`config.mk`:
```
export PLATFORM = sky130hd
export DESIGN_NAME = elevator_design
export DESIGN_NICKNAME = d
export VERILOG_FILES = /design/src/rtl/elevator_design.sv
export SDC_FILE = /design/constraint.sdc
export NUM_CORES = 1
export LEC_CHECK = 0
export ABC_AREA = 1
export BUFFER_PORTS_ARGS = -buffer_cell sky130_fd_sc_hd__buf_4
export CAP_MARGIN = 10
export CORE_MARGIN = 2
export CORE_UTILIZATION = 45
export CTS_CLUSTER_SIZE = 12
export DETAILED_ROUTE_END_ITERATION = 6
export PLACE_DENSITY = 0.67
export SLEW_MARGIN = 5
export SYNTH_ARGS = -nofsm -noshare
export SYNTH_HDL_FRONTEND = slang
export SYNTH_SLANG_ARGS = --single-unit
export TNS_END_PERCENT = 20
```
`constraint.sdc`:
```
create_clock -name clock -period 3.1 [get_ports clock]
set_input_delay 0.62 -clock clock [delete_from_list [all_inputs] [get_ports clock]]
set_output_delay 0.62 -clock clock [all_outputs]
set_load 0.02 [all_outputs]
```
`src/rtl/elevator_design.sv`:
```
// SCAN elevator controller: latches one floor request per cycle, moves the car one
// floor per clock, holds the door on obstruction/overload and freezes on emergency.
module elevator_design #(
  parameter  int NUM_FLOORS  = 8,
  parameter  int DOOR_CYCLES = 2,
  localparam int FW          = $clog2(NUM_FLOORS),
  localparam int CW          = (DOOR_CYCLES > 1) ? $clog2(DOOR_CYCLES) : 1
) (
  input  logic                  clock,
  input  logic                  reset,
  input  logic [FW-1:0]         req_floor,
  input  logic                  emergency,
  input  logic                  over_weight,
  input  logic                  IR_sensor,
  output logic                  up,
  output logic                  down,
  output logic                  idle,
  output logic                  door,
  output logic [FW-1:0]         max_request,
  output logic [FW-1:0]         min_request,
  output logic                  emergency_stop,
  output logic [FW-1:0]         current_floor,
  output logic [NUM_FLOORS-1:0] requests
);

  typedef enum logic [2:0] {
    S_IDLE,
    S_MOVE_UP,
    S_MOVE_DOWN,
    S_DOOR_OPEN,
    S_EMERGENCY
  } state_e;

  state_e                  state_q, state_d;
  logic [FW-1:0]           floor_q, floor_d;
  logic [NUM_FLOORS-1:0]   req_q, req_d;
  logic                    dir_up_q, dir_up_d;
  logic [CW-1:0]           cnt_q, cnt_d;
  logic                    up_q, down_q, idle_q, door_q, estop_q;

  logic [FW-1:0]           max_req, min_req;
  logic [NUM_FLOORS-1:0]   set_vec, clr_vec;
  logic                    at_floor_req, served, pending, above, below;

  // Highest and lowest pending floor; both read 0 when nothing is pending.
  always_comb begin
    max_req = '0;
    min_req = '0;
    for (int i = 0; i < NUM_FLOORS; i++) begin
      if (req_q[i]) max_req = FW'(i);
    end
    for (int i = NUM_FLOORS - 1; i >= 0; i--) begin
      if (req_q[i]) min_req = FW'(i);
    end
  end

  // NOTE: every signal written here gets a default first so no latch is inferred.
  always_comb begin
    state_d      = state_q;
    floor_d      = floor_q;
    dir_up_d     = dir_up_q;
    cnt_d        = cnt_q;
    set_vec      = '0;
    clr_vec      = '0;
    at_floor_req = (req_floor == floor_q);
    served       = at_floor_req && (state_q == S_IDLE || state_q == S_DOOR_OPEN);
    pending      = |req_q;
    above        = pending && (max_req > floor_q);
    below        = pending && (min_req < floor_q);

    if (!served) set_vec[req_floor] = 1'b1;

    if (emergency) begin
      state_d = S_EMERGENCY;
    end else begin
      case (state_q)
        S_IDLE: begin
          if (at_floor_req) begin
            state_d = S_DOOR_OPEN;
            cnt_d   = '0;
          end else if (above) begin
            state_d  = S_MOVE_UP;
            dir_up_d = 1'b1;
          end else if (below) begin
            state_d  = S_MOVE_DOWN;
            dir_up_d = 1'b0;
          end else if (pending) begin
            // Only the current floor is pending (latched during an emergency): serve it.
            clr_vec[floor_q] = 1'b1;
            state_d          = S_DOOR_OPEN;
            cnt_d            = '0;
          end
        end

        S_MOVE_UP: begin
          if (req_q[floor_q]) begin
            clr_vec[floor_q] = 1'b1;
            state_d          = S_DOOR_OPEN;
            cnt_d            = '0;
          end else if (above) begin
            floor_d = floor_q + 1'b1;
          end else begin
            state_d = S_IDLE;
          end
        end

        S_MOVE_DOWN: begin
          if (req_q[floor_q]) begin
            clr_vec[floor_q] = 1'b1;
            state_d          = S_DOOR_OPEN;
            cnt_d            = '0;
          end else if (below) begin
            floor_d = floor_q - 1'b1;
          end else begin
            state_d = S_IDLE;
          end
        end

        S_DOOR_OPEN: begin
          if (over_weight || IR_sensor) begin
            cnt_d = '0;
          end else if (cnt_q == CW'(DOOR_CYCLES - 1)) begin
            // Keep sweeping in the current direction before reversing.
            if (dir_up_q && above) begin
              state_d = S_MOVE_UP;
            end else if (below) begin
              state_d  = S_MOVE_DOWN;
              dir_up_d = 1'b0;
            end else if (above) begin
              state_d  = S_MOVE_UP;
              dir_up_d = 1'b1;
            end else begin
              state_d = S_IDLE;
            end
          end else begin
            cnt_d = cnt_q + 1'b1;
          end
        end

        S_EMERGENCY: state_d = S_IDLE;

        default: state_d = S_IDLE;
      endcase
    end

    // A clear of a served floor beats a simultaneous re-request of that floor.
    req_d = (req_q | set_vec) & ~clr_vec;
  end

  // NOTE: sequential state uses non-blocking assignments so all registers update together.
  always_ff @(posedge clock) begin
    if (reset) begin
      state_q  <= S_IDLE;
      floor_q  <= '0;
      req_q    <= '0;
      dir_up_q <= 1'b1;
      cnt_q    <= '0;
      up_q     <= 1'b0;
      down_q   <= 1'b0;
      idle_q   <= 1'b1;
      door_q   <= 1'b0;
      estop_q  <= 1'b0;
    end else begin
      state_q  <= state_d;
      floor_q  <= floor_d;
      req_q    <= req_d;
      dir_up_q <= dir_up_d;
      cnt_q    <= cnt_d;
      up_q     <= (state_d == S_MOVE_UP);
      down_q   <= (state_d == S_MOVE_DOWN);
      idle_q   <= (state_d == S_IDLE);
      door_q   <= (state_d == S_DOOR_OPEN) || (state_d == S_EMERGENCY);
      estop_q  <= (state_d == S_EMERGENCY);
    end
  end

  assign up             = up_q;
  assign down           = down_q;
  assign idle           = idle_q;
  assign door           = door_q;
  assign emergency_stop = estop_q;
  assign current_floor  = floor_q;
  assign requests       = req_q;
  assign max_request    = max_req;
  assign min_request    = min_req;

endmodule

```
==> metrics.md, run 1 <==
| Metric | Value |
|---|---|
| Setup bufs post-CTS | `0` |
| Slew Limit Headroom | `68.7%` |
| Die Y | `62.8 um` |
| WP data required | `3.36 ns` |
| CTS tree | `yes` |
| Final setup vio count | `0` |
| Critical path arrival | `2.78 ns` |
| Max Fclk | `0.397 GHz` |
| Worst Setup Path Type | `register to register` |
| 1st-iter DRT viols | `135` |
| Hold WS | `0.483 ns` |
| Syn Area/Cell | `6.19 um^2` |
| Hold Buf Count CTS | `0` |
| Seq/Total Area, Yosys | `27.1%` |
| Routed vias | `1,655` |
| Share of layout cells above drive strength 1 | `22.4%` |
| CP max stage delay | `0.38 ns` |
| RSZ-0062 raised after global routing | `false` |
| DRC violations left | `0` |
| DIE WIDTH | `62.8 um` |
| Final Max Tran Viols | `0` |
| Synth async-reset ratio | `0%` |
| Final hold viol count | `0` |
| Worst hold path class | `register to register` |
| Max Root-Sink Buffers | `2` |
| H-Tree Depth | `1` |
| IO Count | `30` |
| Post-Syn Area | `1550 um^2` |
| Total die area | `3940 um^2` |
| Core Area | `3340 um^2` |
| CP Capture Type | `register` |
| Routed WL per cell | `12.3 um` |
| Starting Density | `46.6%` |
| Number of flops mapped to enable cells by yosys | `0` |
| Sink Count | `21` |
| Minimum clock period | `2.52 ns` |
| Cell family with most CP delay | `compound AO/OA/AOI/OAI gates` |
| Top cell type by total area after synthesis | `dfxtp_1` |
| Seq cells post-synth | `21` |
| Initial antenna violation count | `0` |
| CTS Buf Count | `3` |
| Skew-Pair Late Insertion Delay | `0.32 ns` |
| First-pass iteration count of the detailed router | `4` |
| Final Skew | `0.0172 ns` |
| Worst-path clk slew | `0.15 ns` |
| Status | `finished clean` |
| Antenna viol nets, final | `0` |
| Yosys top cell area share | `27.1%` |
| Diodes inserted | `0` |
| Ys flop type | `dfxtp_1` |
| GP Congestion | `0.915` |
| Final HPWL DP | `3090 um` |
| First-pass GRT wire length | `6780 um` |
| Maximum fanout along the worst path | `6` |
| Final worst setup slack | `0.578 ns` |
| Cell count after synthesis | `251` |
| Yosys warns | `0` |
| Avg Vias per Cell | `5.06` |
| Max VDD drop | `0.329 mV` |
| Worst slew pin tran | `0.467 ns` |
| Leakage | `0.949 nW` |
| Crit path max-delay cell type | `dfxtp_1` |
| GR Overflow Total | `0` |
| Port bufs | `29` |
| GRT Overall Usage | `21.5%` |
| Maxcap violations | `0` |
| Final wirelength | `4040 um` |
| Final period utilization | `81.3%` |
| Largest net degree at the start of global routing | `14` |
| Setup TNS | `0 ns` |
| Netlist cell types | `30` |
| Post-CTS resize count | `0` |
| Vias in the first global route | `1,440` |
| P&R area growth vs syn | `18.8%` |
| CP cell instances | `inv_1, a21oi_1, o21ai_0, a21oi_1, ha_1, nand3_1, a21bo_1, nor2_4, inv_2, o211ai_1, and2_1, nand2_1, nor2_1, nand3_1, nand2_1` |
| Synth Net Count | `265` |
| Power Dens Cells | `479 nW/um^2` |
| CTS Root Cell | `clkbuf_4` |
| Setup crit start kind | `register` |
| Crit path buf inv count | `2` |
| Place WS | `0.665 ns` |
| Final nets | `296` |
| # rows | `21` |
| Dominant cells by area after synthesis | `dfxtp_1 27%, nand2_1 15%, nor2_1 7.0%` |
layout by cell type (no fill, tap or decap):
cell        netlist  final
o21ai_0          11     11
dfxtp_1          21     21
inv_2            15     15
fa_1              1      1
xnor2_1           4      4
inv_1            28     28
nand3_1          18     18
clkinv_1          2      2
a211oi_2          1      1
ha_1              5      5
clkbuf_4          0      3
buf_4             0     29
o2bb2ai_2         1      1
a21bo_1           1      1
a31oi_1           1      1
nand3b_1          1      1
nand2_2           2      2
nand3_2           4      4
clkinvlp_4        0      1
and2_1            1      1
o21ai_1           5      5
a21oi_1          19     19
nor2_4            2      2
nand2_1          63     63
nor2_2            2      2
o22ai_1           3      3
nor3_2            3      3
nor2_1           29     29
nor3_1            2      2
o211ai_1          1      1
nand4_1           2      2
flip-flops by register name, indices dropped and copies added, names as in the netlist:
name	flops
cnt_q	1
current_floor	3
dir_up_q	1
door	1
down	1
emergency_stop	1
idle	1
requests	8
state_q	3
up	1
worst register-to-register path, delay by kind of cell, from the launching register on:
kind            cells  cell delay, ns
compound gates      5            0.92
simple gates        7            0.71
fa+ha+maj           1            0.28
buf+inv             2            0.16
flops               1            0.38
cell type report:
| type | count | area (um^2) |
|---|---|---|
| clock buffer | 3 | 22.5 |
| clock inverter | 1 | 7.51 |
| fill | 349 | 1490 |
| inverter | 45 | 169 |
| multi-input combinational | 182 | 952 |
| sequential | 21 | 420 |
| tap | 46 | 57.6 |
| timing repair buffer | 29 | 218 |
synthesized netlist by cell type, drive strengths merged (2+ instances only):
cell type and number:
o22ai 3, nand4 2, clkinv 2, xnor2 4
nor2 33, inv 43, nand3 22, nand2 65
a21oi 19, clkbuf 2, o21ai 16, ha 5
nor3 5, dfxtp 21
kinds of logic after synthesis:
group	count (synthesis)	share of synthesized area, %
XOR/XNOR	4	2.25
buffers and inverters	48	11.7
AND/OR/NAND/NOR	129	37.9
flip-flops	21	27.1
adder cells (fa/ha/maj)	6	5.31
AO/OA/AOI/OAI	43	15.8
worst paths after layout:
path,to,depth (start not counted),startpoint,slack [ns]
setup / recovery,idle$_SDFF_PP1_,15,requests[2]$_SDFF_PP0_,0.58
hold / removal,dir_up_q$_SDFFE_PP1P_,2,dir_up_q$_SDFFE_PP1P_,0.48
hold reg to reg,dir_up_q$_SDFFE_PP1P_,2,dir_up_q$_SDFFE_PP1P_,0.48
setup reg to reg,idle$_SDFF_PP1_,15,requests[2]$_SDFF_PP0_,0.58
routing by layer:
layer	part of all wire, %	vias up	global-route usage, %
met2	43	55	31.2
met5	0	-	0
met1	51	736	32.6
met4	0.55	0	5.28
li1	-	862	-
met3	5.8	2	4.14
per-stage QoR:
stage               total power, mW  std cells  instance area [um^2]  util, %
CTS                           0.884        327                  1850     55.3
finish                        0.885        327                  1850     55.3
floorplan                     0.621        251                  1550        -
global placement              0.738        323                  1820     54.4
global route                  0.957        327                  1850     55.3
detailed placement            0.735        323                  1820     54.4
where the power goes:
group | switching (mW) | internal (mW)
sequential | 0.0226 | 0.293
combinational | 0.269 | 0.151
clock | 0.0991 | 0.0493
No activity file was read; power rests on OpenSTA's default activity.
==> inputs of run 2 (changes only) <==
Settings changed: ABC_AREA 1 to 0, PLACE_DENSITY 0.67 to 0.68.
Clock period 3.1 ns to 2.53 ns, I/O delays scaled along.
==> metrics.md, run 2 <==
| Metric | Value |
|---|---|
| Avg Vias per Cell | `5.92` |
| Hold Buf Count CTS | `0` |
| Netlist cell types | `50` |
| Yosys top cell area share | `28.7%` |
| Routed WL per cell | `16.6 um` |
| Post-Syn Area | `1470 um^2` |
| Seq/Total Area, Yosys | `28.7%` |
| Commonest cells post-synth | `24 x nor2_1, 21 x dfxtp_1, 14 x a21oi_1` |
| IO Count | `30` |
| Fill count | `267` |
| GRT Overall Usage | `26.0%` |
| Commonest non-fill, non-tap cell in the layout | `buf_4` |
| Starting Density | `47.6%` |
| Dominant cells by area after synthesis | `dfxtp_1 29%, nor2_1 6.1%, a21oi_1 4.8%` |
| CTS Root Cell | `clkbuf_4` |
| CP Capture Type | `register` |
| Final Skew | `0.00584 ns` |
| GP Congestion | `0.891` |
| Most frequent cell after synthesis | `nor2_1` |
| WP data required | `2.79 ns` |
| Leakage | `0.879 nW` |
| Final HPWL DP | `3610 um` |
| Sink Count | `21` |
| Minimum clock period | `2.79 ns` |
| Largest register FFs | `8` |
| Antenna viol nets, final | `0` |
| Final Core Density | `70.2%` |
| Setup TNS | `-3.30 ns` |
| # rows | `20` |
| Syn Area/Cell | `8.06 um^2` |
| Core Area | `3080 um^2` |
| Skew-Pair Late Insertion Delay | `0.31 ns` |
| Final worst setup slack | `-0.257 ns` |
| Slew Limit Headroom | `67.7%` |
| Largest net degree at the start of global routing | `19` |
| DRC violations left | `0` |
| P&R area growth vs syn | `47.3%` |
| Diodes inserted | `0` |
| Final nets | `255` |
| First-pass GRT wire length | `7180 um` |
| Final Max Tran Viols | `0` |
| Maximum fanout along the worst path | `4` |
| Critical path arrival | `3.05 ns` |
| Synth Net Count | `196` |
| CTS Buf Count | `3` |
| Simple-gate share of the synthesized area | `22.5%` |
| Routed vias | `1,680` |
| Synth Area in Adders | `5.63%` |
| DIE WIDTH | `61.1 um` |
| Maxcap violations | `0` |
| Final setup vio count | `19` |
| Largest family of logic cells by synthesized area | `compound AO/OA/AOI/OAI gates` |
| Worst-path clk slew | `0.13 ns` |
| Seq cells post-synth | `21` |
| Port bufs | `29` |
| Power Dens Cells | `510 nW/um^2` |
| Max VDD drop | `0.438 mV` |
| Synth Area in Compound Gates | `32.1%` |
| Cell count after synthesis | `182` |
| Initial antenna violation count | `0` |
| Most frequent cells in the layout | `61 x buf_4, 23 x nor2_1, 14 x dfxtp_1` |
| Share of layout cells above drive strength 1 | `44.2%` |
| Status | `complete, but fails checks` |
| Worst Setup Path Type | `register to register` |
| Synth async-reset ratio | `0%` |
| 1st-iter DRT viols | `123` |
| RSZ-0062 raised after global routing | `true` |
| Top cell type by total area after synthesis | `dfxtp_1` |
| First-pass iteration count of the detailed router | `4` |
| Yosys warns | `0` |
| Ys flop type | `dfxtp_1` |
| Worst slew pin tran | `0.481 ns` |
| Number of flops mapped to enable cells by yosys | `0` |
| Die Y | `61.1 um` |
| Synth Area in XOR/XNOR | `2.99%` |
| CTS tree | `yes` |
| Final hold viol count | `0` |
| Setup crit start kind | `register` |
| Total die area | `3730 um^2` |
| Final wirelength | `4720 um` |
| Final period utilization | `110%` |
| Vias in the first global route | `1,576` |
| Max Root-Sink Buffers | `2` |
| H-Tree Depth | `1` |
| Worst hold path class | `primary input to register` |
| Max Fclk | `0.359 GHz` |
| GR Overflow Total | `0` |
| Post-synthesis mux area share | `1.79%` |
| Failing checks | `negative setup slack` |
## run 2: worst paths after layout
path / endpoint / cells past startpoint / slack, ns / startpoint
hold / removal: current_floor[2]$_SDFFE_PP0P_ / 2 / 0.49 / reset
setup reg to reg: current_floor[0]$_SDFFE_PP0P_ / 9 / -0.26 / requests[2]$_SDFF_PP0_
hold reg to reg: cnt_q$_SDFFE_PP0P_ / 2 / 0.50 / cnt_q$_SDFFE_PP0P_
setup / recovery: current_floor[0]$_SDFFE_PP0P_ / 9 / -0.26 / requests[2]$_SDFF_PP0_
## run 2: logic make-up (layout without fill, tap and decap cells)
kind of cell	after synthesis	in the layout
buffers and inverters	20	78
multiplexers	2	2
XOR/XNOR	5	5
adder cells (fa/ha/maj)	6	6
AND/OR/NAND/NOR	64	64
flip-flops	21	21
AO/OA/AOI/OAI	64	64
## run 2: final cells by class
type	count	area [um^2]	area share [%]
sequential	21	434	20.1
inverter	13	48.8	2.26
multi-input combinational	141	1140	52.6
tap	44	55.1	2.55
clock inverter	1	5.00	0.232
clock buffer	3	22.5	1.04
timing repair buffer	61	458	21.2
## run 2: repair_timing
action	in CTS	in global routing
endpoints found under the setup margin	19	19
pin swaps	9	8
buffers inserted	1	0
gates resized for setup	8	16
## run 2: metrics by stage
step           hold WS (ns)  setup WS, ns  total power, mW  area [um^2]  instances
2_1_floorplan         0.450        -0.286            0.667         1530        182
3_3_place_gp          0.463        -0.209            0.845         2000        280
3_5_place_dp          0.480        -0.294            0.855         2000        280
4_1_cts               0.489        -0.225             1.05         2080        285
5_1_grt               0.486        -0.325             1.16         2160        284
6_report              0.489        -0.257             1.10         2160        284
## run 2: where the power goes
group / total, mW / switching (mW) / internal, mW
combinational: 0.558 / 0.298 / 0.261
sequential: 0.372 / 0.0197 / 0.352
clock: 0.172 / 0.113 / 0.0590
## run 2: metal layers
layer | wire length [um] | global-route usage (%) | up-vias
met5 | 0 | 0 | -
met4 | 69 | 9.94 | 0
met3 | 165 | 3.57 | 8
met2 | 2520 | 46.4 | 46
met1 | 1970 | 31.6 | 823
li1 | - | - | 803
## run 2: critical path, stage by stage, from the launching register on
cell	delay (ns)
dfxtp_4	0.37
or4_4	0.56
nor2b_4	0.16
ha_4	0.22
a211o_4	0.34
o32ai_4	0.28
a32oi_2	0.19
buf_4	0.18
or3_1	0.33
a21oi_2	0.12
==> inputs of run 3 (changes only) <==
--- a/config.mk
+++ b/config.mk
@@ -18,3 +18,3 @@
 export SYNTH_HDL_FRONTEND = slang
 export SYNTH_SLANG_ARGS = --single-unit
-export TNS_END_PERCENT = 20
+export TNS_END_PERCENT = 10
==> constraint.sdc (replaced) <==
create_clock -name clock -period 2.53 [get_ports clock]
set_input_delay 0 -clock clock [delete_from_list [all_inputs] [get_ports clock]]
set_output_delay 0 -clock clock [all_outputs]
set_load 0.02 [all_outputs]
==> metrics.md, run 3 (synthesis results as in run 2) <==
| Metric | Value |
|---|---|
| Clock power share | `15.0%` |
| Maxcap violations | `0` |
| Final nets | `258` |
| Final Skew | `0.0149 ns` |
| Most frequent cells in the layout | `63 x buf_4, 24 x nor2_1, 14 x dfxtp_1` |
| Vias in the first global route | `1,624` |
| CTS Buf Count | `3` |
| Antenna viol nets, final | `0` |
| Final Max Tran Viols | `0` |
| Final hold viol count | `0` |
| P&R area growth vs syn | `48.5%` |
| Slew Limit Headroom | `69.1%` |
| Largest net degree at the start of global routing | `19` |
| Die Y | `61.1 um` |
| Total die area | `3730 um^2` |
| Routed vias | `1,673` |
| Max Fclk | `0.359 GHz` |
| Status | `complete, but fails checks` |
| Final wirelength | `4690 um` |
| DRC violations left | `0` |
| Skew-Pair Late Insertion Delay | `0.30 ns` |
| Setup crit start kind | `register` |
| Core Area | `3080 um^2` |
| RSZ-0062 raised after global routing | `true` |
| Multi-input gate area | `1130 um^2` |
| Power Dens Cells | `511 nW/um^2` |
| CP Capture Type | `register` |
| First-pass iteration count of the detailed router | `4` |
| Worst Setup Path Type | `register to register` |
| CTS Root Cell | `clkbuf_4` |
| Diodes inserted | `0` |
| CTS tree | `yes` |
| Max Root-Sink Buffers | `2` |
| Final worst setup slack | `-0.256 ns` |
| H-Tree Depth | `1` |
| DIE WIDTH | `61.1 um` |
| WP data required | `2.74 ns` |
| NetSw | `0.432 mW` |
| Logic pwr share | `51.8%` |
| First-pass GRT wire length | `7470 um` |
| Maximum fanout along the worst path | `5` |
| Max VDD drop | `0.307 mV` |
| Largest register FFs | `8` |
| Worst hold path class | `primary input to register` |
| GRT Overall Usage | `26.4%` |
| Starting Density | `47.6%` |
| Commonest non-fill, non-tap cell in the layout | `buf_4` |
| Failing checks | `negative setup slack` |
| GP Congestion | `0.904` |
| Port bufs | `29` |
| Share of layout cells above drive strength 1 | `43.2%` |
| Final HPWL DP | `3600 um` |
| Switching Fraction | `38.8%` |
| 1st-iter DRT viols | `92` |
| Worst-path clk slew | `0.14 ns` |
| # rows | `20` |
| Final setup vio count | `18` |
| Place WS | `-0.272 ns` |
| Avg Vias per Cell | `5.83` |
| Worst slew pin tran | `0.459 ns` |
| GR Overflow Total | `0` |
| IO Count | `30` |
| Final period utilization | `110%` |
| Initial antenna violation count | `0` |
| Fill count | `255` |
| Sequential power share | `33.2%` |
| Critical path arrival | `3.00 ns` |
| Minimum clock period | `2.79 ns` |
| Final Core Density | `70.7%` |
| Sink Count | `21` |
| Routed WL per cell | `16.3 um` |
| Leakage | `0.893 nW` |
| FF+latch area | `434 um^2` |
| Pint | `0.680 mW` |
==> run 3: changes by cell type in the layout (fill, tap and decap cells not counted), sizes merged <==
cell         change
buf              +2
dlygate4sd3      +1
==> run 3: layout make-up <==
class,count,area share [%]
clock inverters,1,0.230
inverters,13,2.24
repair buffers,64,22.2
clock buffers,3,1.03
multi-input cells,141,51.8
well taps,44,2.53
flip-flops and latches,21,19.9
==> run 3: path summary, 6_finish.rpt <==
| kind | from | endpoint | slack (ns) | cells after the start |
|---|---|---|---|---|
| max reg2reg | requests[6]$_SDFF_PP0_ | idle$_SDFF_PP1_ | -0.26 | 9 |
| max | requests[6]$_SDFF_PP0_ | idle$_SDFF_PP1_ | -0.26 | 9 |
| min | over_weight | cnt_q$_SDFFE_PP0P_ | 0.04 | 5 |
| min reg2reg | cnt_q$_SDFFE_PP0P_ | cnt_q$_SDFFE_PP0P_ | 0.48 | 2 |
==> run 3: stage by stage <==
step	hold WS, ns	area [um^2]	power (mW)	std cells	TNS (ns)
after floorplan	0.175	1530	0.667	182	-3.33
after global placement	0.307	2010	0.846	281	-2.00
after detailed placement	0.310	2010	0.857	281	-3.83
after CTS	0.0387	2100	1.05	286	-2.45
after global routing	0.0351	2180	1.17	287	-4.45
final	0.0415	2180	1.11	287	-2.63
==> run 3: layer usage <==
layer	global-route usage, %	vias to the layer above	part of all wire [%]
met5	0	-	0
met1	32.4	800	41
li1	-	810	-
met4	8.07	0	1.5
met2	48.9	55	53
met3	1.89	8	4.4
==> run 3: power by group through the flow <==
stage	clock, mW	combinational [mW]	sequential (mW)
finish	0.167	0.576	0.369
global route	0.187	0.615	0.372
CTS	0.170	0.510	0.369
detailed placement	0	0.481	0.376
global placement	0	0.470	0.376
floorplan	0	0.272	0.396
==> run 3: worst max-delay path, stage by stage, from the launching register on <==
cell and delay (ns):
dfxtp_4 0.38, or4_4 0.54, nor2b_4 0.16, ha_4 0.21, a211o_1 0.32, o32a_1 0.36
nor2_1 0.14, a311oi_2 0.11, buf_4 0.19, a221o_1 0.28
==> run 3: timing repair <==
action                     in CTS  in global routing
setup buffers                   0                  1
hold endpoints to repair        6                  0
hold buffers                    1                  0
pin swaps                      11                  8
setup endpoints to repair      19                 19
resized for setup               8                 14
